==> config.mk <==
export PLATFORM = sky130hd
export DESIGN_NAME = mem_port_arbiter
export DESIGN_NICKNAME = d
export VERILOG_FILES = /design/src/rtl/mem_port_arbiter.sv
export SDC_FILE = /design/constraint.sdc
export NUM_CORES = 1
export LEC_CHECK = 0
export CAP_MARGIN = 25
export CORE_ASPECT_RATIO = 1.1
export CORE_UTILIZATION = 35
export CTS_BUF_LIST = sky130_fd_sc_hd__clkbuf_2 sky130_fd_sc_hd__clkbuf_4 sky130_fd_sc_hd__clkbuf_8
export CTS_CLUSTER_DIAMETER = 200
export CTS_CLUSTER_SIZE = 30
export DETAILED_ROUTE_END_ITERATION = 10
export PLACE_DENSITY = 0.69
export SLEW_MARGIN = 30
export SYNTH_ARGS = -nofsm -noshare
export SYNTH_HDL_FRONTEND = slang
export SYNTH_SLANG_ARGS = --single-unit
==> constraint.sdc <==
create_clock -name clock -period 3.4 [get_ports clock]
set_input_delay 0.34 -clock clock [delete_from_list [all_inputs] [get_ports clock]]
set_output_delay 0.34 -clock clock [all_outputs]
set_load 0.02 [all_outputs]
==> src/rtl/mem_port_arbiter.sv <==
// mem_port_arbiter: shares one single-ported, multi-cycle memory between the
// instruction-fetch (IF) and data-memory (MEM) pipeline stages. One requester
// is granted at a time. The granted request is latched into the memory-side
// registers. Completion is returned as a one-cycle ready pulse with the read data.
// MEM normally wins arbitration. After MAX_DM_BURST consecutive MEM grants made
// while IF was waiting, IF is granted once so it is never starved.
module mem_port_arbiter #(
  parameter int ADDR_W       = 32,
  parameter int DATA_W       = 32,
  parameter int MAX_DM_BURST = 4
) (
  input  logic              clock,
  input  logic              reset,
  input  logic              if_req,
  input  logic [ADDR_W-1:0] if_addr,
  output logic [DATA_W-1:0] if_rdata,
  output logic              if_ready,
  input  logic              dm_req,
  input  logic              dm_we,
  input  logic [ADDR_W-1:0] dm_addr,
  input  logic [DATA_W-1:0] dm_wdata,
  output logic [DATA_W-1:0] dm_rdata,
  output logic              dm_ready,
  output logic              mem_req,
  output logic              mem_we,
  output logic [ADDR_W-1:0] mem_addr,
  output logic [DATA_W-1:0] mem_wdata,
  input  logic [DATA_W-1:0] mem_rdata,
  input  logic              mem_ack,
  output logic              stall_if,
  output logic              stall_mem
);

  typedef enum logic [1:0] {
    IDLE    = 2'd0,
    BUSY_IF = 2'd1,
    BUSY_DM = 2'd2,
    DONE    = 2'd3
  } state_t;

  localparam int               CNT_W     = 4;
  localparam logic [CNT_W-1:0] BURST_MAX = CNT_W'(MAX_DM_BURST);

  state_t             state_q, state_d;
  logic [CNT_W-1:0]   burst_cnt_q, burst_cnt_d;
  logic               mem_req_q, mem_req_d;
  logic               mem_we_q, mem_we_d;
  logic [ADDR_W-1:0]  mem_addr_q, mem_addr_d;
  logic [DATA_W-1:0]  mem_wdata_q, mem_wdata_d;
  logic [DATA_W-1:0]  if_rdata_q, if_rdata_d;
  logic               if_ready_q, if_ready_d;
  logic [DATA_W-1:0]  dm_rdata_q, dm_rdata_d;
  logic               dm_ready_q, dm_ready_d;

  // Arbitration, request latching and completion handling for the next cycle
  always_comb begin
    state_d     = state_q;
    burst_cnt_d = burst_cnt_q;
    mem_req_d   = mem_req_q;
    mem_we_d    = mem_we_q;
    mem_addr_d  = mem_addr_q;
    mem_wdata_d = mem_wdata_q;
    if_rdata_d  = if_rdata_q;
    dm_rdata_d  = dm_rdata_q;
    if_ready_d  = 1'b0;
    dm_ready_d  = 1'b0;

    case (state_q)
      IDLE: begin
        if (!if_req) begin
          burst_cnt_d = '0;
        end
        if (dm_req && !(if_req && (burst_cnt_q == BURST_MAX))) begin
          state_d     = BUSY_DM;
          mem_req_d   = 1'b1;
          mem_we_d    = dm_we;
          mem_addr_d  = dm_addr;
          mem_wdata_d = dm_wdata;
          if (if_req) begin
            burst_cnt_d = burst_cnt_q + CNT_W'(1);
          end
        end else if (if_req) begin
          state_d     = BUSY_IF;
          mem_req_d   = 1'b1;
          mem_we_d    = 1'b0;
          mem_addr_d  = if_addr;
          mem_wdata_d = '0;
          burst_cnt_d = '0;
        end
      end
      BUSY_IF: begin
        if (mem_ack) begin
          mem_req_d  = 1'b0;
          if_rdata_d = mem_rdata;
          if_ready_d = 1'b1;
          state_d    = DONE;
        end
      end
      BUSY_DM: begin
        if (mem_ack) begin
          mem_req_d  = 1'b0;
          if (!mem_we_q) begin
            dm_rdata_d = mem_rdata;
          end
          dm_ready_d = 1'b1;
          state_d    = DONE;
        end
      end
      DONE: begin
        state_d = IDLE;
      end
      default: begin
        state_d = IDLE;
      end
    endcase
  end

  // State and registered outputs; reset abandons any in-flight access
  always_ff @(posedge clock or negedge reset) begin
    if (!reset) begin
      state_q     <= IDLE;
      burst_cnt_q <= '0;
      mem_req_q   <= 1'b0;
      mem_we_q    <= 1'b0;
      mem_addr_q  <= '0;
      mem_wdata_q <= '0;
      if_rdata_q  <= '0;
      if_ready_q  <= 1'b0;
      dm_rdata_q  <= '0;
      dm_ready_q  <= 1'b0;
    end else begin
      state_q     <= state_d;
      burst_cnt_q <= burst_cnt_d;
      mem_req_q   <= mem_req_d;
      mem_we_q    <= mem_we_d;
      mem_addr_q  <= mem_addr_d;
      mem_wdata_q <= mem_wdata_d;
      if_rdata_q  <= if_rdata_d;
      if_ready_q  <= if_ready_d;
      dm_rdata_q  <= dm_rdata_d;
      dm_ready_q  <= dm_ready_d;
    end
  end

  assign mem_req   = mem_req_q;
  assign mem_we    = mem_we_q;
  assign mem_addr  = mem_addr_q;
  assign mem_wdata = mem_wdata_q;
  assign if_rdata  = if_rdata_q;
  assign if_ready  = if_ready_q;
  assign dm_rdata  = dm_rdata_q;
  assign dm_ready  = dm_ready_q;

  // Stalls are combinational so the pipeline freezes in the same cycle as the request
  assign stall_if  = if_req & ~if_ready_q;
  assign stall_mem = dm_req & ~dm_ready_q;

endmodule

==> impl_summary.txt, run 1 <==
----------------------------------------------------
[Timing]
  Number of failing hold endpoints at the final stage ... 0
  Fmax ... 461 MHz
  Final Setup Violations ... 0
  Final sum of negative setup slack ... 0 ps
  Time the final worst path needs with I/O delays and setup ... 2170 ps
  Slew at the pin closest to its max-slew limit ... 911 ps
  Unrepaired setup endpoints after global routing ... false
  Post-route fraction of the period consumed by the critical path ... 0.638
  Remaining max-slew budget at the tightest pin ... 0.391
  Final setup skew ... 11.6 ps
  Final number of max-transition violations ... 0
  PnR worst setup slack ... 1230 ps

[Global route]
  Remaining global-route overflow ... 0
  Number of global-route vias before repair ... 5,308
  Global-route met1 utilization ... 0.220
  Met2 layer usage reported by global route ... 0.344
  Maximum number of pins on one net before global-route repair ... 88
  Global-route wire length before repair ... 26,900 um
  Met3 Track Usage GR ... 0.0679
  Most heavily used metal layer in global routing ... met2
  GRT Overall Usage ... 0.197
  Initial antenna violation count ... 0

[Power and ir drop]
  Leakage component of the power ... 3.89 nW
  Maximum ir drop on the vdd rail ... 0.629 mV
  Pwr per Cell Area ... 936 nW/um2
  Total power ... 8.65 mW

[Critical path]
  Critical path startpoint category ... register
  Critical path fanouts, max ... 53
  Worst EP arrival ... 2530 ps
  Kind of critical path ... reg -> reg
  Crit path required time ... 3770 ps
  Type of element capturing the critical path ... register

[Finish]
  Area delta synth->final ... 55.6%
  Final std cell area, no fill ... 9240 um2
  Final layout net count ... 913
  Diodes inserted ... 0
  Share of layout cells above drive strength 1 ... 0.179

[Run status]
  Outcome ... finished clean

[Drt]
  Post-DR wirelength/cell ... 17.1 um
  Wire length reported by the detailed router ... 16,900 um
  Violation count after the first detailed-routing iteration ... 202
  Per-cell via count in the routed design ... 4.99
  Post-route antenna net violation count ... 0
  Number of remaining DRC errors ... 0
  Number of vias in the routed layout ... 4,937
  Length of the first detailed-routing pass in iterations ... 4

[Synth]
  Sequential-to-total area share from yosys stat ... 0.582
  Number of enable flip-flop cells after synthesis ... 0
  Gate count after technology mapping ... 516
  Fraction of post-synthesis cell area in the top cell type by area ... 0.582
  Number of flip-flops and latches in the synthesized netlist ... 138
  Net count after synthesis ... 656
  Synth warn ... 0
  Most used flip-flop cell after synthesis ... dfrtp_1
  Post-Synthesis Cell Area ... 5940 um2
  Mean cell area of the mapped netlist ... 11.5 um2
  Leading cell types by total area after synthesis ... dfrtp_1 (58%), mux2_2 (12%), nand2_1 (8.5%)
  Post-synthesis cell type with the largest combined area ... dfrtp_1
  Count of cell types in the netlist ... 27
  Ys async rst share ... 1.00

[Clock tree]
  Number of H-tree branching levels ... 4
  TritonCTS clock tree ... built
  TritonCTS buffer count ... 17
  CTS sink cnt ... 138
  CTS Hold Bufs ... 1
  Clk_lat worst skew ... 440 ps
  Deepest clock path buffer count ... 2
  Resized cells post-CTS ... 0
  Number of buffers inserted to repair setup after CTS ... 0
  CTS root buf ... clkbuf_8
  Register clock-pin slew on the reported worst setup and hold paths ... 80 ps

[Placement]
  Area of placed instances ... 8780 um2
  Worst setup slack before clock tree synthesis ... 842 ps
  Dpl hpwl ... 11,800 um
  Last weighted congestion value of the routability-driven placer ... 0.774
  Port Buffers ... 267

[Floorplanning]
  Area of the core ... 16,500 um2
  Starting utilization of the core area ... 0.360
  Width of the chip ... 126 um
  Vertical extent of the die ... 139 um
  Top-level port count ... 268
  Area of the die ... 17,500 um2
  Row count ... 49

[Worst hold path]
  Class of the most critical hold timing path ... in -> reg

[Flow run]
  # Max-Cap Violations ... 0

----------------------------------------------------
-- path summary, 6_finish.rpt --
kind	startpoint	end	slack, ps	cells past startpoint
max	state_q[0]	mem_addr[23]	1230	7
min	dm_wdata[23]	mem_wdata[23]	440	3
max reg2reg	state_q[0]	mem_addr[23]	1230	7
min reg2reg	mem_wdata[5]	mem_wdata[5]	490	2
max in group asynchronous	reset	mem_addr[28]	2070	3
min in group asynchronous	reset	mem_wdata[16]	520	2
-- critical path, stage by stage, from the launching register on --
cell and delay (ps):
dfrtp_1 400, inv_1 110, ha_1 150, buf_4 380, o21a_2 440, buf_12 290, nand2_1 130, o211ai_2 150
-- state kept, by name, summed over array words and instances (netlist names) --
signal and count:
dm_rdata 32, if_rdata 32, mem_addr 32, mem_wdata 32, burst_cnt_q 4, state_q 2, dm_ready 1, if_ready 1
mem_req 1, mem_we 1
-- synthesized netlist by cell type (all sizes together) (3+ instances only) --
cell type	n
buf	23
o21ai	34
nand2	134
o211ai	32
mux2	66
nor2	3
o22ai	4
dfrtp	138
mux2i	3
clkbuf	17
nor2b	5
ha	6
inv	7
nand4	33
-- power by group --
part	leakage (nW)	internal (mW)	switching, mW	total, mW
sequential	1.70	2.40	0.407	2.81
clock	0.222	0.865	0.635	1.50
combinational	1.97	2.12	2.22	4.34
total	3.89	5.39	3.27	8.65
-- final cells by class --
type | count | area (um2)
Timing Repair Buffer | 278 | 2780
Clock buffer | 21 | 283
Inverter | 7 | 26.3
Sequential cell | 138 | 3450
Clock inverter | 11 | 166
Tap cell | 204 | 255
Multi-Input combinational cell | 331 | 2270
Fill cell | 1396 | 7250
-- metal layers --
layer  routed length (um)  share of wire  vias to the layer above
met3                 1260          0.075                       28
met1                 6440           0.38                     2411
li1                     -              -                     2295
met4                  422          0.025                        0
met5                    0              0                        -
met2                 8780           0.52                      203
-- placed cells by master (no fill, tap or decap), types with 5 or more instances in the layout --
cell type	n
buf_4	8
clkdlybuf4s50_1	266
inv_1	7
clkbuf_8	20
o211ai_2	30
nand4_1	33
ha_1	6
nor2b_1	5
o21ai_0	33
mux2_2	65
dfrtp_1	138
nand2_1	134
-- stage by stage --
| step | hold WS [ps] | utilization | cells |
|---|---|---|---|
| 2_1_floorplan | 44.4 | - | 516 |
| 3_3_place_gp | 443 | 0.532 | 957 |
| 3_5_place_dp | 460 | 0.532 | 957 |
| 4_1_cts | 408 | 0.560 | 990 |
| 5_1_grt | 421 | 0.560 | 990 |
| 6_report | 442 | 0.560 | 990 |
-- logic make-up after synthesis --
group / after synthesis / share of synthesized area
AND/OR/NAND/NOR: 182 / 0.135
flip-flops: 138 / 0.582
multiplexers: 69 / 0.130
buffers and inverters: 47 / 0.0377
adder cells (fa/ha/maj): 6 / 0.0126
AO/OA/AOI/OAI: 74 / 0.103
Power figures use the tool's default switching activity.
==> run 2: changes to the inputs <==
PLACE_DENSITY = 0.72   (was 0.69)
clock period = 1.9 ns   (was 3.4 ns; I/O delays follow)
==> run 2 against run 1 <==
- power is 76% higher
- setup slack worse by 1100 ps
- critical endpoint is now stall_mem
- clock power is 49% higher
- die area stayed put
- utilization is 0.13 points higher
- critical path type is now reg -> out
- count of clock-buffer cells in the layout is 3 higher
- largest cell class unchanged
==> impl_summary.txt, run 2 (same netlist as run 1, synthesis figures left out) <==
----------------------------------------------------
[Timing]
  Post-route fraction of the period consumed by the critical path ... 0.936
  Fmax ... 562 MHz
  Final sum of negative setup slack ... 0 ps
  Number of failing hold endpoints at the final stage ... 0
  Final Setup Violations ... 0
  Time the final worst path needs with I/O delays and setup ... 1780 ps
  Unrepaired setup endpoints after global routing ... false
  Final setup skew ... 12.9 ps
  Slew at the pin closest to its max-slew limit ... 541 ps
  Post-route worst hold slack ... 240 ps
  Final number of max-transition violations ... 0
  Remaining max-slew budget at the tightest pin ... 0.639

[Finish]
  Share of layout cells above drive strength 1 ... 0.186
  Leading cell types in the layout, fill and taps excluded ... clkdlybuf4s50_1 (266), dfrtp_1 (138), nand2_1 (134)
  Final standard cell count with taps included and fillers excluded ... 996
  Diodes inserted ... 0
  Most frequent standard cell in the layout excluding fill and tap cells ... clkdlybuf4s50_1
  Final layout net count ... 920
  Area delta synth->final ... 56.0%

[Clock tree]
  Number of buffers inserted to repair setup after CTS ... 0
  Deepest clock path buffer count ... 2
  TritonCTS buffer count ... 17
  CTS root buf ... clkbuf_8
  Clk_lat worst skew ... 440 ps
  TritonCTS clock tree ... built
  Number of H-tree branching levels ... 4
  CTS sink cnt ... 138
  Register clock-pin slew on the reported worst setup and hold paths ... 70 ps

[Critical path]
  Type of element capturing the critical path ... primary output
  Kind of critical path ... reg -> out
  Crit path required time ... 1710 ps
  Timing startpoint of the critical path ... dm_ready
  Critical path fanouts, max ... 2
  Cell with the biggest individual delay on the critical path ... clkdlybuf4s50_1
  Worst R2R Start ... burst_cnt_q[0]
  Worst EP arrival ... 1590 ps
  Cell Chain, Critical Path ... nor2b_1 -> clkdlybuf4s50_1
  Critical path startpoint category ... register
  Delay of the slowest critical-path stage ... 610 ps

[Drt]
  Number of remaining DRC errors ... 0
  Post-route antenna net violation count ... 0
  Number of vias in the routed layout ... 4,982
  Per-cell via count in the routed design ... 5.00
  Length of the first detailed-routing pass in iterations ... 4
  Wire length reported by the detailed router ... 16,900 um
  Violation count after the first detailed-routing iteration ... 190
  Post-DR wirelength/cell ... 17.0 um

[Power and ir drop]
  Leakage component of the power ... 3.91 nW
  Net switching power figure ... 5.82 mW
  Maximum ir drop on the vdd rail ... 1.05 mV
  Total power ... 15.2 mW
  Fraction of power spent switching nets ... 0.383
  Internal power ... 9.37 mW
  Pwr per Cell Area ... 1640 nW/um2
  Register share of total power ... 0.332
  Clock network fraction of total power ... 0.147
  Comb pwr share ... 0.521

[Floorplanning]
  Area of the die ... 17,500 um2
  Row count ... 49
  Starting utilization of the core area ... 0.360
  Top-level port count ... 268
  Area of the core ... 16,500 um2
  Width of the chip ... 126 um
  Vertical extent of the die ... 139 um

[Placement]
  Number of placed instances, taps included ... 964
  Dpl hpwl ... 12,200 um
  Last weighted congestion value of the routability-driven placer ... 0.787
  Port Buffers ... 267

[Global route]
  Remaining global-route overflow ... 0
  Maximum number of pins on one net before global-route repair ... 66
  Initial antenna violation count ... 0
  Number of global-route vias before repair ... 5,374
  GRT Overall Usage ... 0.198
  Global-route wire length before repair ... 27,000 um

[Flow run]
  # Max-Cap Violations ... 0

[Worst hold path]
  Class of the most critical hold timing path ... in -> async

[Run status]
  Outcome ... finished clean

----------------------------------------------------
run 2: cell count changes in the layout (fill, tap and decap cells not counted):
cell	change
buf_12	+4
bufinv_16	-3
clkinv_4	+1
clkbuf_8	-1
buf_4	+3
clkinvlp_4	-1
clkbuf_4	+4
inv_6	-1
run 2: per-layer routing:
| metal | vias to the layer above | global-route usage | routed length (um) |
|---|---|---|---|
| met5 | - | 0 | 0 |
| met4 | 0 | 0.0888 | 468 |
| met3 | 34 | 0.0629 | 1320 |
| met2 | 210 | 0.347 | 8760 |
| met1 | 2435 | 0.218 | 6390 |
| li1 | 2303 | - | - |
run 2: layout make-up:
cell class,count,area [um2]
clock buffers,24,299
multi-input cells,331,2270
fillers,1380,7230
repair buffers,285,2890
well taps,204,255
inverters,7,26.3
flip-flops and latches,138,3450
clock inverters,7,68.8
run 2: metrics by stage:
step	worst slack, ps	util	instance area (um2)
2_1_floorplan	250	-	5940
3_3_place_gp	111	0.539	8880
3_5_place_dp	60.1	0.539	8880
4_1_cts	70.4	0.561	9260
5_1_grt	21.3	0.561	9260
6_report	122	0.561	9260
run 2: power by group through the flow:
| stage | Combinational (mW) | Clock [mW] | Sequential, mW |
|---|---|---|---|
| 3_3_place_gp | 7.79 | 0 | 5.02 |
| 3_5_place_dp | 7.97 | 0 | 5.10 |
| 4_1_cts | 8.00 | 2.31 | 5.06 |
| 2_1_floorplan | 2.61 | 0 | 6.58 |
| 6_report | 7.91 | 2.23 | 5.05 |
| 5_1_grt | 8.43 | 2.44 | 5.21 |
run 2: worst max-delay path, delay by kind of cell (launching register included):
kind                   cells  cell delay (ps)
DFF                        1              410
buffers and inverters      1              610
and+or+nand+nor            1              130
run 2: timing repair:
| item | 4_1_cts | 5_1_grt |
|---|---|---|
| gates resized for setup | 0 | 0 |
| hold endpoints to repair | 44 | 0 |
| hold buffers | 1 | 0 |
| setup endpoints to repair | 0 | 0 |
run 2: worst paths after layout:
path | slack [ps] | to | cells past startpoint
min in group clock | 300 | mem_wdata[13] | 3
max reg2reg | 170 | mem_addr[1] | 5
min reg2reg | 480 | mem_wdata[24] | 2
min | 240 | mem_wdata[18] | 2
max | 120 | stall_mem | 2
max in group asynchronous | 990 | mem_wdata[3] | 3
==> run 3: changes to the inputs <==
CTS_BUF_LIST = sky130_fd_sc_hd__clkbuf_8   (was sky130_fd_sc_hd__clkbuf_2 sky130_fd_sc_hd__clkbuf_4 sky130_fd_sc_hd__clkbuf_8)
==> run 3 against run 2 <==
- sequential share of layout area is 0.076 points higher
- global-route usage about the same
- sequential power hardly changed
- critical endpoint unchanged
- first-iteration DRC count shrank 8.9%
- critical path type unchanged
- maximum frequency about the same
- count of clock-buffer cells in the layout shrank 5
==> impl_summary.txt, run 3 (same netlist as run 1, synthesis figures left out) <==
----------------------------------------------------
[Clock tree]
  Clk_lat worst skew ... 440 ps
  Number of H-tree branching levels ... 4
  CTS root buf ... clkbuf_8
  Deepest clock path buffer count ... 2
  Register clock-pin slew on the reported worst setup and hold paths ... 70 ps
  TritonCTS buffer count ... 17
  CTS sink cnt ... 138
  Resized cells post-CTS ... 0
  TritonCTS clock tree ... built
  CTS Hold Bufs ... 1
  Number of buffers inserted to repair setup after CTS ... 0

[Critical path]
  Timing startpoint of the critical path ... dm_ready
  Terminus of the critical flop-to-flop path ... mem_addr[1]
  Delay of the slowest critical-path stage ... 610 ps
  Type of element capturing the critical path ... primary output
  Cell with the biggest individual delay on the critical path ... clkdlybuf4s50_1
  Critical path startpoint category ... register
  Cell Chain, Critical Path ... nor2b_1 -> clkdlybuf4s50_1
  Critical path fanouts, max ... 2
  Crit path required time ... 1710 ps
  Kind of critical path ... reg -> out
  Top delay family on crit path ... buffers and inverters
  Internal reg-to-reg setup slack ... 180 ps
  R2r worst-path depth ... 5
  Crit path to ... stall_mem
  Worst EP arrival ... 1590 ps
  CP Buf/Inv Count ... 1
  Worst R2R Start ... burst_cnt_q[0]
  Crit path depth ... 2

[Drt]
  Post-DR wirelength/cell ... 17.0 um
  Violation count after the first detailed-routing iteration ... 173
  Number of vias in the routed layout ... 4,961
  Post-route antenna net violation count ... 0
  Number of remaining DRC errors ... 0
  Per-cell via count in the routed design ... 4.98
  Length of the first detailed-routing pass in iterations ... 4
  Wire length reported by the detailed router ... 16,900 um

[Timing]
  Remaining max-slew budget at the tightest pin ... 0.642
  Final sum of negative setup slack ... 0 ps
  Unrepaired setup endpoints after global routing ... false
  Time the final worst path needs with I/O delays and setup ... 1780 ps
  Fmax ... 563 MHz
  Slew at the pin closest to its max-slew limit ... 537 ps
  Final Setup Violations ... 0
  Post-route fraction of the period consumed by the critical path ... 0.935
  Number of failing hold endpoints at the final stage ... 0
  Final setup skew ... 13.3 ps
  Final number of max-transition violations ... 0
  PnR worst setup slack ... 123 ps

[Placement]
  Last weighted congestion value of the routability-driven placer ... 0.787
  Port Buffers ... 267
  Worst setup slack before clock tree synthesis ... 60.1 ps
  Dpl hpwl ... 12,200 um
  Area of placed instances ... 8880 um2

[Global route]
  Maximum number of pins on one net before global-route repair ... 66
  Number of global-route vias before repair ... 5,381
  Global-route wire length before repair ... 27,000 um
  GRT Overall Usage ... 0.198
  Remaining global-route overflow ... 0
  Initial antenna violation count ... 0

[Finish]
  Area delta synth->final ... 55.7%
  Final layout net count ... 920
  Leading cell types in the layout, fill and taps excluded ... clkdlybuf4s50_1 (266), dfrtp_1 (138), nand2_1 (134)
  Final std cell area, no fill ... 9240 um2
  Fillers ... 1,380
  Diodes inserted ... 0
  Share of layout cells above drive strength 1 ... 0.179
  Most frequent standard cell in the layout excluding fill and tap cells ... clkdlybuf4s50_1

[Floorplanning]
  Row count ... 49
  Top-level port count ... 268
  Width of the chip ... 126 um
  Area of the core ... 16,500 um2
  Area of the die ... 17,500 um2
  Starting utilization of the core area ... 0.360
  Vertical extent of the die ... 139 um

[Power and ir drop]
  Leakage component of the power ... 3.92 nW
  Pwr per Cell Area ... 1630 nW/um2
  Maximum ir drop on the vdd rail ... 1.05 mV

[Worst hold path]
  Class of the most critical hold timing path ... in -> async

[Flow run]
  # Max-Cap Violations ... 0

[Run status]
  Outcome ... finished clean

----------------------------------------------------
run 3: changes by cell type in the layout (fill, tap and decap cells not counted):
cell      delta
clkbuf_4     -5
inv_1        +5
run 3: worst min path at each step:
stage,startpoint,endpoint,slack (ps),cells past startpoint
floorplan,reset,burst_cnt_q[0],-110,0
global placement,reset,mem_wdata[18],130,1
detailed placement,reset,mem_wdata[18],150,1
CTS,reset,mem_wdata[18],230,2
global route,reset,mem_wdata[18],240,2
finish,reset,mem_wdata[18],240,2
run 3: layout make-up:
type | count | area [um2] | area share
inverters | 7 | 26.3 | 0.00284
clock inverters | 12 | 87.6 | 0.00948
flip-flops and latches | 138 | 3450 | 0.374
well taps | 204 | 255 | 0.0276
repair buffers | 285 | 2890 | 0.312
clock buffers | 19 | 262 | 0.0283
multi-input cells | 331 | 2270 | 0.246
run 3: report_power, final:
part / internal (mW) / total [mW] / leakage (nW) / switching [mW]
logic: 3.91 / 7.91 / 2.02 / 4.00
clock network: 1.07 / 2.13 / 0.194 / 1.06
registers: 4.30 / 5.05 / 1.70 / 0.754
run 3: metrics by stage:
step                instances  hold slack [ps]   util  total power, mW
floorplan                 516             -106      -             9.19
global placement          964              133  0.539             12.8
detailed placement        964              147  0.539             13.1
CTS                       996              234  0.560             15.3
global route              996              244  0.560             16.0
finish                    996              239  0.560             15.1
run 3: routing by layer:
| layer | vias up | part of all wire | global-route usage |
|---|---|---|---|
| met3 | 35 | 0.076 | 0.0629 |
| met1 | 2414 | 0.38 | 0.217 |
| met5 | - | 0 | 0 |
| met2 | 206 | 0.52 | 0.348 |
| met4 | 0 | 0.028 | 0.0888 |
| li1 | 2306 | - | - |
==> RTL edit 1 (settings of run 2) <==
Re-encode `state_t` (4 states) as one-hot, 4 bits wide.
--- a/src/rtl/mem_port_arbiter.sv
+++ b/src/rtl/mem_port_arbiter.sv
@@ -31,11 +31,11 @@
   output logic              stall_mem
 );
 
-  typedef enum logic [1:0] {
-    IDLE    = 2'd0,
-    BUSY_IF = 2'd1,
-    BUSY_DM = 2'd2,
-    DONE    = 2'd3
+  typedef enum logic [3:0] {
+    IDLE    = 4'b0001,
+    BUSY_IF = 4'b0010,
+    BUSY_DM = 4'b0100,
+    DONE    = 4'b1000
   } state_t;
 
   localparam int               CNT_W     = 4;
Check against the original RTL: no difference found for any inputs over 4 cycles, from zero or initial values and one cycle with reset low; so few cycles prove little.
==> RTL edit 1 against run 2 <==
- power decreased by 0.17%
- via count decreased by 3.3%
- design area decreased by 1.2%
- sequential share of layout area increased by 1.0 points
- worst setup slack got worse by 0.038 ns
- synthesized cell count decreased by 12%
- sequential cell count increased by 2
- critical endpoint is now mem_wdata[19]
- largest cell class unchanged
- wire length decreased by 4.1%
- clock power increased by 9%
- synthesized area decreased by 2.6%
==> RTL edit 1: results (changes against run 2) <==
[outcome]
status=finished, final reports clean  ; unchanged

[critical_path]
cp_max_fo=33  ; was 2
critPathTopFamily=simple AND/OR/NAND/NOR gates  ; was buffers and inverters
timing.rr.start=state_q[0]  ; was burst_cnt_q[0]
cp.arrival_ns=2.19  ; was 1.59 ns

[placed_design]
dp_cells=903  ; was 964
place_congestion=0.853  ; was 0.787
pre_cts_ws_ns=-0.00654  ; was 0.0601 ns

[grt]
grt_pass1_vias=4924  ; was 5374
use_met3_pct=6.06  ; was 6.29%
grt_pass1_wl_um=25500  ; was 27000 um
grt_max_degree=54  ; was 66

[route]
drt_iter0_drc=239  ; was 190
met3_length_um=1080  ; was 1320 um
viasPerCell=5.15  ; was 5.00
wl_met2_um=8520  ; was 8760 um

[yosys]
syn_nets=590  ; was 656
ys_types=39  ; was 27
ys_seq_area_share_pct=60.6  ; was 58.2%
syn_avg_cell_area_um2=12.7  ; was 11.5 um^2
ys_seq_elements=140  ; was 138
synth_common_cells=dfrtp_1 (139), mux2_2 (62), nand3_1 (35), o21ai_0 (35), a31oi_1 (33)  ; was dfrtp_1 (138), nand2_1 (134), mux2_2 (65)
synthCells=454  ; was 516

[layout]
num-multi-input-gates=268  ; was 331
clockBufferCount=22  ; was 24
area_share_clock_buf_inv_pct=4.47  ; was 3.97%
final_layout_size_suffix_gt1_share_pct=20.7  ; was 18.6%
multi_input_area_share_pct=22.3  ; was 24.5%
fillerInstances=1319  ; was 1380
nonClkBufAreaFrac_pct=31.9  ; was 31.2%

[sta]
worst_pin_slew_ns=0.375  ; was 0.541 ns
finalClockSkew_ns=0.0122  ; was 0.0129 ns

[pwr]
power_mw=15.2  ; about the same
vdd_drop_max_v=0.000802  ; was 0.00105 V

## RTL edit 1: changes by cell type after synthesis, moves of 5 or more
cell      delta
a21oi_1     +31
a22o_1       +5
a22o_2      +28
a31oi_1     +31
buf_1        -5
nand2_1    -131
nand3_1     +33
nand4_1     -30
o211ai_2    -30
## RTL edit 1: logic make-up (layout without fill, tap and decap cells)
group,count (synthesis),in the layout,synth area share [%]
compound gates,137,137,15.5
xor+xnor,1,1,0.152
fa+ha+maj,2,2,0.433
buf+inv,46,328,4.20
flops,140,140,60.6
mux,64,64,12.6
simple gates,64,64,6.45
## RTL edit 1: final timing paths
kind                                 endpoint  slack [ns]  depth (start not counted)
worst min-delay path              dm_rdata[6]        0.19                          2
worst max register to register  mem_wdata[19]        0.08                          4
worst max-delay path            mem_wdata[19]        0.08                          4
max in group asynchronous          state_q[0]        1.09                          3
worst min register to register  mem_wdata[11]        0.51                          1
min in group clock               mem_addr[19]        0.33                          3
==> RTL edit 2 (flow settings as in run 2) <==
Made on the original files. Set the parameter `DATA_W` to 16 (it was 32).
--- a/src/rtl/mem_port_arbiter.sv
+++ b/src/rtl/mem_port_arbiter.sv
@@ -6,7 +6,7 @@
 // while IF was waiting, IF is granted once so it is never starved.
 module mem_port_arbiter #(
   parameter int ADDR_W       = 32,
-  parameter int DATA_W       = 32,
+  parameter int DATA_W       = 16,
   parameter int MAX_DM_BURST = 4
 ) (
   input  logic              clock,
Interface: changed (5 resized); port bits go from 268 to 188. The function was not compared with the original's and may differ.
==> RTL edit 2 against run 2 <==
- non-clock buffer count shrank 81
- critical path type is now register to register
- wire length decreased by 31%
- worst setup slack improved by 0.068 ns
- utilization grew 0.079 points
- sequential cell count fell by 48
- power is 33% lower
- worst hold slack got worse by 0.040 ns
- synthesized area fell by 30%
- synthesized cell count decreased by 27%
- design area fell by 30%
- critical endpoint is now state_q[0]
==> RTL edit 2: results (changes against run 2) <==
[grt]
antenna_found_initial=1  ; was 0
gr-usage-met1_pct=22.1  ; was 21.8%
grtUsageTotal_pct=19.4  ; was 19.8%
use_met3_pct=6.31  ; was 6.29%
grt_pass1_vias=3750  ; was 5374

[yosys]
synth_area_leaders=dfrtp_1 (54%), nand2_1 (9.2%), mux2_2 (9.2%), o211ai_2 (9.1%), nand4_1 (5.0%)  ; was dfrtp_1 (58%), mux2_2 (12%), nand2_1 (8.5%), o211ai_2 (6.3%), nand4_1 (3.5%)
synth_compound_area_share_pct=12.8  ; was 10.3%
yosys.area_share.adder_pct=1.81  ; was 1.26%
synth_common_cells=nand2_1 (102), dfrtp_1 (90), mux2_2 (34)  ; was dfrtp_1 (138), nand2_1 (134), mux2_2 (65)
synthCells=378  ; was 516
ys_seq_area_share_pct=54.4  ; was 58.2%

[route]
wl_met2_um=5740  ; was 8760 um
routed_wl_um=11700  ; was 16900 um
routed.top_layer=met5  ; was met4
met3_length_um=1030  ; was 1320 um
vias=3601  ; was 4982
drt_iter0_drc=125  ; was 190
first_pass_iters=5  ; was 4

[pwr]
powerDensity_nw_per_um2=1580  ; was 1640 nW/um^2
pg_seq_mw=3.30  ; was 5.05 mW
leakagePower_nw=2.73  ; was 3.91 nW
vdd_drop_max_v=0.00104  ; was 0.00105 V

[placed_design]
dp_hpwl_um=8430  ; was 12200 um
dp_cells=701  ; was 964

[cts]
clock_latency_ns=0.37  ; was 0.44 ns
cts_buffers=9  ; was 17
htree_levels=3  ; was 4
cts.clk_slew.worst_paths_ns=0.09  ; was 0.07 ns

[critical_path]
cp_max_fo=34  ; was 2
worst-setup-path-type=register to register  ; was register to primary output

[layout]
layout.nets=671  ; was 920
instances_no_fill=718  ; was 996

[outcome]
status=finished, final reports clean  ; unchanged

[sta]
finalClockSkew_ns=0.0106  ; was 0.0129 ns
worst_pin_slew_ns=0.475  ; was 0.541 ns

==> RTL edit 2: path summary, 6_finish.rpt <==
| path | from | to | slack [ns] | depth (start not counted) |
|---|---|---|---|---|
| max in group asynchronous | reset | mem_addr[24] | 1.06 | 3 |
| max reg2reg | burst_cnt_q[0] | state_q[0] | 0.19 | 6 |
| min in group clock | dm_req | burst_cnt_q[0] | 0.34 | 4 |
| max | burst_cnt_q[0] | state_q[0] | 0.19 | 6 |
| min reg2reg | mem_wdata[5] | mem_wdata[5] | 0.48 | 2 |
| min | reset | if_rdata[2] | 0.20 | 2 |
==> RTL edit 2: final cells by class <==
type	instances	area, um^2
clock buffers	10	131
clock inverters	6	90.1
fillers	987	5030
inverters	7	26.3
multi-input cells	251	1720
flip-flops and latches	90	2250
well taps	150	188
repair buffers	204	2060
==> RTL edit 2: worst max-delay path, cell delays in order, from the launching register on <==
cell and delay [ns]:
dfrtp_1 0.38, inv_1 0.08, ha_1 0.22, nand4b_2 0.14, buf_4 0.36, a31oi_1 0.13, mux2_2 0.28
